`src/rtl/alu_result_scanner.sv`:
```
// Shows a captured ALU result {OF, ZF, F} on eight LEDs, one byte at a time.
// The byte changes every DWELL_CYCLES clocks. A hold switch freezes the display on the current byte.
module alu_result_scanner #(
    parameter int DWELL_CYCLES = 50000000
) (
    input  logic        ALU_RESULT_SCANNER_clk_xi,
    input  logic        ALU_RESULT_SCANNER_rst_n_xi,
    input  logic [31:0] ALU_RESULT_SCANNER_data_xi,
    input  logic        ALU_RESULT_SCANNER_overflow_flag_xi,
    input  logic        ALU_RESULT_SCANNER_zero_flag_xi,
    input  logic        ALU_RESULT_SCANNER_capture_xi,
    input  logic        ALU_RESULT_SCANNER_hold_xi,
    output logic [7:0]  ALU_RESULT_SCANNER_LED_xo,
    output logic [2:0]  ALU_RESULT_SCANNER_slot_xo,
    output logic        ALU_RESULT_SCANNER_captured_xo
);

    localparam int CNT_W = (DWELL_CYCLES > 1) ? $clog2(DWELL_CYCLES) : 1;
    localparam logic [CNT_W-1:0] CNT_LAST = CNT_W'(DWELL_CYCLES - 1);
    localparam logic [2:0] SLOT_LAST = 3'd4;

    typedef enum logic [1:0] {
        ST_IDLE = 2'd0,
        ST_SCAN = 2'd1,
        ST_HOLD = 2'd2
    } state_t;

    logic             r_cap_s1, r_cap_s2, r_cap_s3;
    logic             r_hold_s1, r_hold_s2;
    state_t           r_state;
    logic [33:0]      r_snap;
    logic [CNT_W-1:0] r_cnt;
    logic [2:0]       r_slot;
    logic             r_captured;
    logic             w_cap_edge;
    logic [7:0]       w_led;

    // Each sync chain resets to 0, so a button held through reset release reads as a fresh press.
    always_ff @(posedge ALU_RESULT_SCANNER_clk_xi or negedge ALU_RESULT_SCANNER_rst_n_xi) begin
        if (!ALU_RESULT_SCANNER_rst_n_xi) begin
            r_cap_s1  <= 1'b0;
            r_cap_s2  <= 1'b0;
            r_cap_s3  <= 1'b0;
            r_hold_s1 <= 1'b0;
            r_hold_s2 <= 1'b0;
        end else begin
            r_cap_s1  <= ALU_RESULT_SCANNER_capture_xi;
            r_cap_s2  <= r_cap_s1;
            r_cap_s3  <= r_cap_s2;
            r_hold_s1 <= ALU_RESULT_SCANNER_hold_xi;
            r_hold_s2 <= r_hold_s1;
        end
    end

    assign w_cap_edge = r_cap_s2 & ~r_cap_s3;

    always_ff @(posedge ALU_RESULT_SCANNER_clk_xi or negedge ALU_RESULT_SCANNER_rst_n_xi) begin
        if (!ALU_RESULT_SCANNER_rst_n_xi) begin
            r_state    <= ST_IDLE;
            r_snap     <= '0;
            r_cnt      <= '0;
            r_slot     <= '0;
            r_captured <= 1'b0;
        end else if (w_cap_edge) begin
            // A capture restarts the scan. It takes priority over the terminal count.
            // The hold level chosen here also covers a hold change in the same cycle.
            r_snap     <= {ALU_RESULT_SCANNER_overflow_flag_xi,
                           ALU_RESULT_SCANNER_zero_flag_xi,
                           ALU_RESULT_SCANNER_data_xi};
            r_cnt      <= '0;
            r_slot     <= '0;
            r_captured <= 1'b1;
            r_state    <= r_hold_s2 ? ST_HOLD : ST_SCAN;
        end else begin
            case (r_state)
                ST_IDLE: r_state <= ST_IDLE;
                ST_SCAN: begin
                    if (r_hold_s2) begin
                        r_state <= ST_HOLD;
                    end else if (r_cnt == CNT_LAST) begin
                        r_cnt  <= '0;
                        r_slot <= (r_slot == SLOT_LAST) ? 3'd0 : r_slot + 3'd1;
                    end else begin
                        r_cnt <= r_cnt + CNT_W'(1);
                    end
                end
                ST_HOLD: begin
                    if (!r_hold_s2) r_state <= ST_SCAN;
                end
                default: r_state <= ST_IDLE;
            endcase
        end
    end

    always_comb begin
        w_led = 8'h00;
        if (r_state != ST_IDLE) begin
            case (r_slot)
                3'd0:    w_led = r_snap[7:0];
                3'd1:    w_led = r_snap[15:8];
                3'd2:    w_led = r_snap[23:16];
                3'd3:    w_led = r_snap[31:24];
                3'd4:    w_led = {6'b0, r_snap[33:32]};
                default: w_led = 8'h00;
            endcase
        end
    end

    assign ALU_RESULT_SCANNER_LED_xo      = w_led;
    assign ALU_RESULT_SCANNER_slot_xo     = r_slot;
    assign ALU_RESULT_SCANNER_captured_xo = r_captured;

endmodule

```
`config.mk`:
```
export PLATFORM = sky130hd
export DESIGN_NAME = alu_result_scanner
export DESIGN_NICKNAME = d
export VERILOG_FILES = /design/src/rtl/alu_result_scanner.sv
export SDC_FILE = /design/constraint.sdc
export NUM_CORES = 1
export LEC_CHECK = 0
export CAP_MARGIN = 20
export CELL_PAD_IN_SITES_DETAIL_PLACEMENT = 0
export CELL_PAD_IN_SITES_GLOBAL_PLACEMENT = 2
export CORE_UTILIZATION = 36
export DETAILED_ROUTE_END_ITERATION = 8
export GPL_ROUTABILITY_DRIVEN = 0
export MAX_ROUTING_LAYER = met4
export PLACE_DENSITY_LB_ADDON = 0.2
export SKIP_LAST_GASP = 1
export SLEW_MARGIN = 10
export SYNTH_ARGS = -nofsm -noshare
export SYNTH_HDL_FRONTEND = slang
export SYNTH_SLANG_ARGS = --single-unit
```
`constraint.sdc`:
```
create_clock -name ALU_RESULT_SCANNER_clk_xi -period 4.1 [get_ports ALU_RESULT_SCANNER_clk_xi]
set_input_delay 0.615 -clock ALU_RESULT_SCANNER_clk_xi [delete_from_list [all_inputs] [get_ports ALU_RESULT_SCANNER_clk_xi]]
set_output_delay 0.615 -clock ALU_RESULT_SCANNER_clk_xi [all_outputs]
set_load 0.05 [all_outputs]
```
==> results.toml <==
[floorplanning]
rows = 36
design.die.area_um2 = 10370
die_h_um = 101.8
die_x_um = 101.8
core_region_area_um2 = 9729
start_util_pct = 36.87
io_pins = 50

[yosys]
yosys.area.top_type_share_pct = 49.53
netlist_top_cells_count = "120 x nand2_1, 71 x dfrtp_1, 36 x nor2_1"
ys_async_sr_fraction_pct = 100.0
main_synth_ff_type = "dfrtp_1"
synth_area_um2 = 3587
postSynthAreaPerCell_um2 = 8.923
synthesis.instances = 402
synth_nets = 446
seq_area_frac_synth_pct = 49.53
synth_cell_types = 48
ys_seq_elements = 71
yosys-top-cells-area = "dfrtp_1 50%, nand2_1 13%, nor2_1 3.8%, mux2i_1 2.5%, a222oi_1 2.2%"
synth-edff-count = 0
yosysWarningCount = 0
netlist.top_cell.by_area = "dfrtp_1"
synth.most_common_cell = "nand2_1"

[power_and_ir_drop]
ir_drop_mv = 0.1773
power_density_nw_per_um2 = 376.7
p_leak_nw = 1.983

[cts]
cts_hold_buffers = 0
post_cts_setup_inserts = 0
clkTransAtPathRegs_ns = 0.08
cts_max_level = 3
root_buffer = "clkbuf_8"
cts-buffers-inserted = 9
max-clock-path-buffers = 2
clock_insertion_delay_worst_skew_ns = 0.34
clkSinkCount = 71
cts_tree = "built"
ctsResizeCount = 0

[drt]
viasPerCell = 5.148
drt_drc_violations_left = 0
num_vias = 2991
routed_wl_mm = 8.875
detail_route.first_pass.iterations = 7
wl_per_cell_um = 15.28
postRouteAntennaNets = 0
drt_first_iter_violations = 198

[status]
run_status = "completed"

[critical_path]
startpoint_class_of_the_critical_path = "flip-flop"
timing.critical_path.slowest_stage_cell = "clkdlybuf4s50_1"
crit_required_ns = 3.48
critical_path.most_common_cell = "nor2_1"
crit_fanout = 12
cp_cell_sequence = "inv_1 -> ha_1 -> a222oi_1 -> nor2_1 -> a21oi_1 -> nor2_1 -> clkdlybuf4s50_1"
worstPathArrival_ns = 2.81
timing.critical_path.to_type = "output pin"
critPathKind = "flip-flop to output pin"
critical-path-max-stage-delay_ns = 0.69

[timing]
timing_max_transition_violations_final = 0
timing_worst_slew_pin_value_ns = 0.6413
whs_ns = 0.2044
finalSetupTns_ns = 0
finalCriticalPeriod_ns = 3.426
timing.final.hold_violations = 0
clock_skew_ns = 0.008732
setup_viol_count_final = 0
layout_worst_path_cycle_share_pct = 83.55
rsz_0062_raised_after_global_routing = "no"
clock.fmax_mhz = 291.9
relative_slew_slack_pct = 57.09

[layout]
areaGrowthSynthToFinish_pct = 22.95
n_antenna_cell = 0
finalCoreUtilization_pct = 45.33
fraction_of_layout_instances_using_a_drive_strength_above_1_pct = 7.813
finish.net_count = 488

[min_path]
hold_class = "input pin to asynchronous set/reset pin"

[global_route]
initial_antenna_violation_count = 0
global_route.usage.total_pct = 19.30
grt.overflow.total = 0
grt_start_max_net_pins = 47
grt_pass1_wl_mm = 14.68
grt_pass1_vias = 2761

[placed_design]
dp.final_hpwl_mm = 6.112
portBuffers = 49

[flow_run]
cap_violations = 0
==> per-stage QoR <==
step | power (mW) | cell area [um2] | instances | worst slack [ns]
CTS | 1.685 | 4390 | 580 | 0.6792
floorplan | 0.9348 | 3587 | 402 | 1.022
global placement | 1.052 | 4173 | 565 | 1.098
finish | 1.662 | 4410 | 581 | 0.6744
detailed placement | 1.052 | 4173 | 565 | 1.068
global route | 1.753 | 4410 | 581 | 0.5021
==> cell families (layout without fill, tap and decap cells) <==
kind of cell / after synthesis / count (layout) / share of synthesized area, %
xor gates and xnor gates: 11 / 11 / 2.686
AOI/OAI and AO/OA: 45 / 45 / 8.825
and+or+nand+nor: 231 / 231 / 30.42
adders and majority gates: 6 / 6 / 2.093
muxes: 9 / 9 / 2.511
buffers and inverters: 29 / 75 / 3.941
DFF: 71 / 71 / 49.53
==> metal layers <==
layer | track usage [%] | vias up | wire length, um
li1 | - | 1469 | -
met1 | 28.96 | 1447 | 4629
met2 | 26.35 | 69 | 3813
met3 | 4.651 | 6 | 379
met4 | 3.626 | 0 | 53
met5 | - | - | 0
==> worst paths after layout <==
kind,from,endpoint,slack (ns),cells past startpoint
hold reg to reg,r_cap_s1$_DFF_PN0_,r_cap_s2$_DFF_PN0_,0.35,0
setup reg to reg,r_cnt[0]$_DFFE_PN0P_,ALU_RESULT_SCANNER_slot_xo[1]$_DFFE_PN0P_,1.87,6
hold / removal,ALU_RESULT_SCANNER_rst_n_xi,r_snap[32]$_DFFE_PN0P_,0.20,1
min in group ALU_RESULT_SCANNER_clk_xi,r_cap_s1$_DFF_PN0_,r_cap_s2$_DFF_PN0_,0.35,0
max in group asynchronous,ALU_RESULT_SCANNER_rst_n_xi,r_snap[15]$_DFFE_PN0P_,3.09,3
setup / recovery,ALU_RESULT_SCANNER_slot_xo[0]$_DFFE_PN0P_,ALU_RESULT_SCANNER_LED_xo[5],0.67,7
==> critical path, delay by kind of cell, from the launching register on <==
family / cells / cell delay (ns)
AOI/OAI and AO/OA: 2 / 0.71
adders and majority gates: 1 / 0.37
and+or+nand+nor: 2 / 0.16
buffers and inverters: 2 / 0.79
DFF: 1 / 0.43
==> layout by cell type, fill, tap and decap left out, types with 3 or more instances in the layout <==
cell type	synthesis	final
nand3_1	15	15
clkbuf_8	0	9
nand2_1	120	120
xnor2_1	3	3
and2_1	3	3
buf_4	1	6
nor4_1	4	4
dfrtp_1	71	71
and3_1	9	9
xor2_1	8	8
a21oi_1	11	11
o21ai_0	13	13
mux2i_1	9	9
ha_1	6	6
nor3_1	10	10
nor2_1	36	36
nand4_1	12	12
clkdlybuf4s50_1	0	48
inv_1	4	4
a222oi_1	8	8
==> state kept, by name, indices dropped and copies added, names as in the netlist, 2 cells and up <==
signal,count
r_snap,34
r_cnt,26
ALU_RESULT_SCANNER_slot_xo,3
r_state,2
==> cell type report <==
cell class,count,area [um2]
tap,133,166.4
clock inverter,6,93.84
sequential,71,1777
multi-input combinational,302,1684
inverter,4,15.01
timing repair buffer,56,550.5
fill,1007,5319
clock buffer,9,123.9
==> where the power goes <==
| group | internal [mW] | switching [mW] |
|---|---|---|
| clock network | 0.343 | 0.280 |
| logic | 0.101 | 0.145 |
| registers | 0.752 | 0.0397 |
| total | 1.20 | 0.465 |
(Power assumes the default switching activity.)
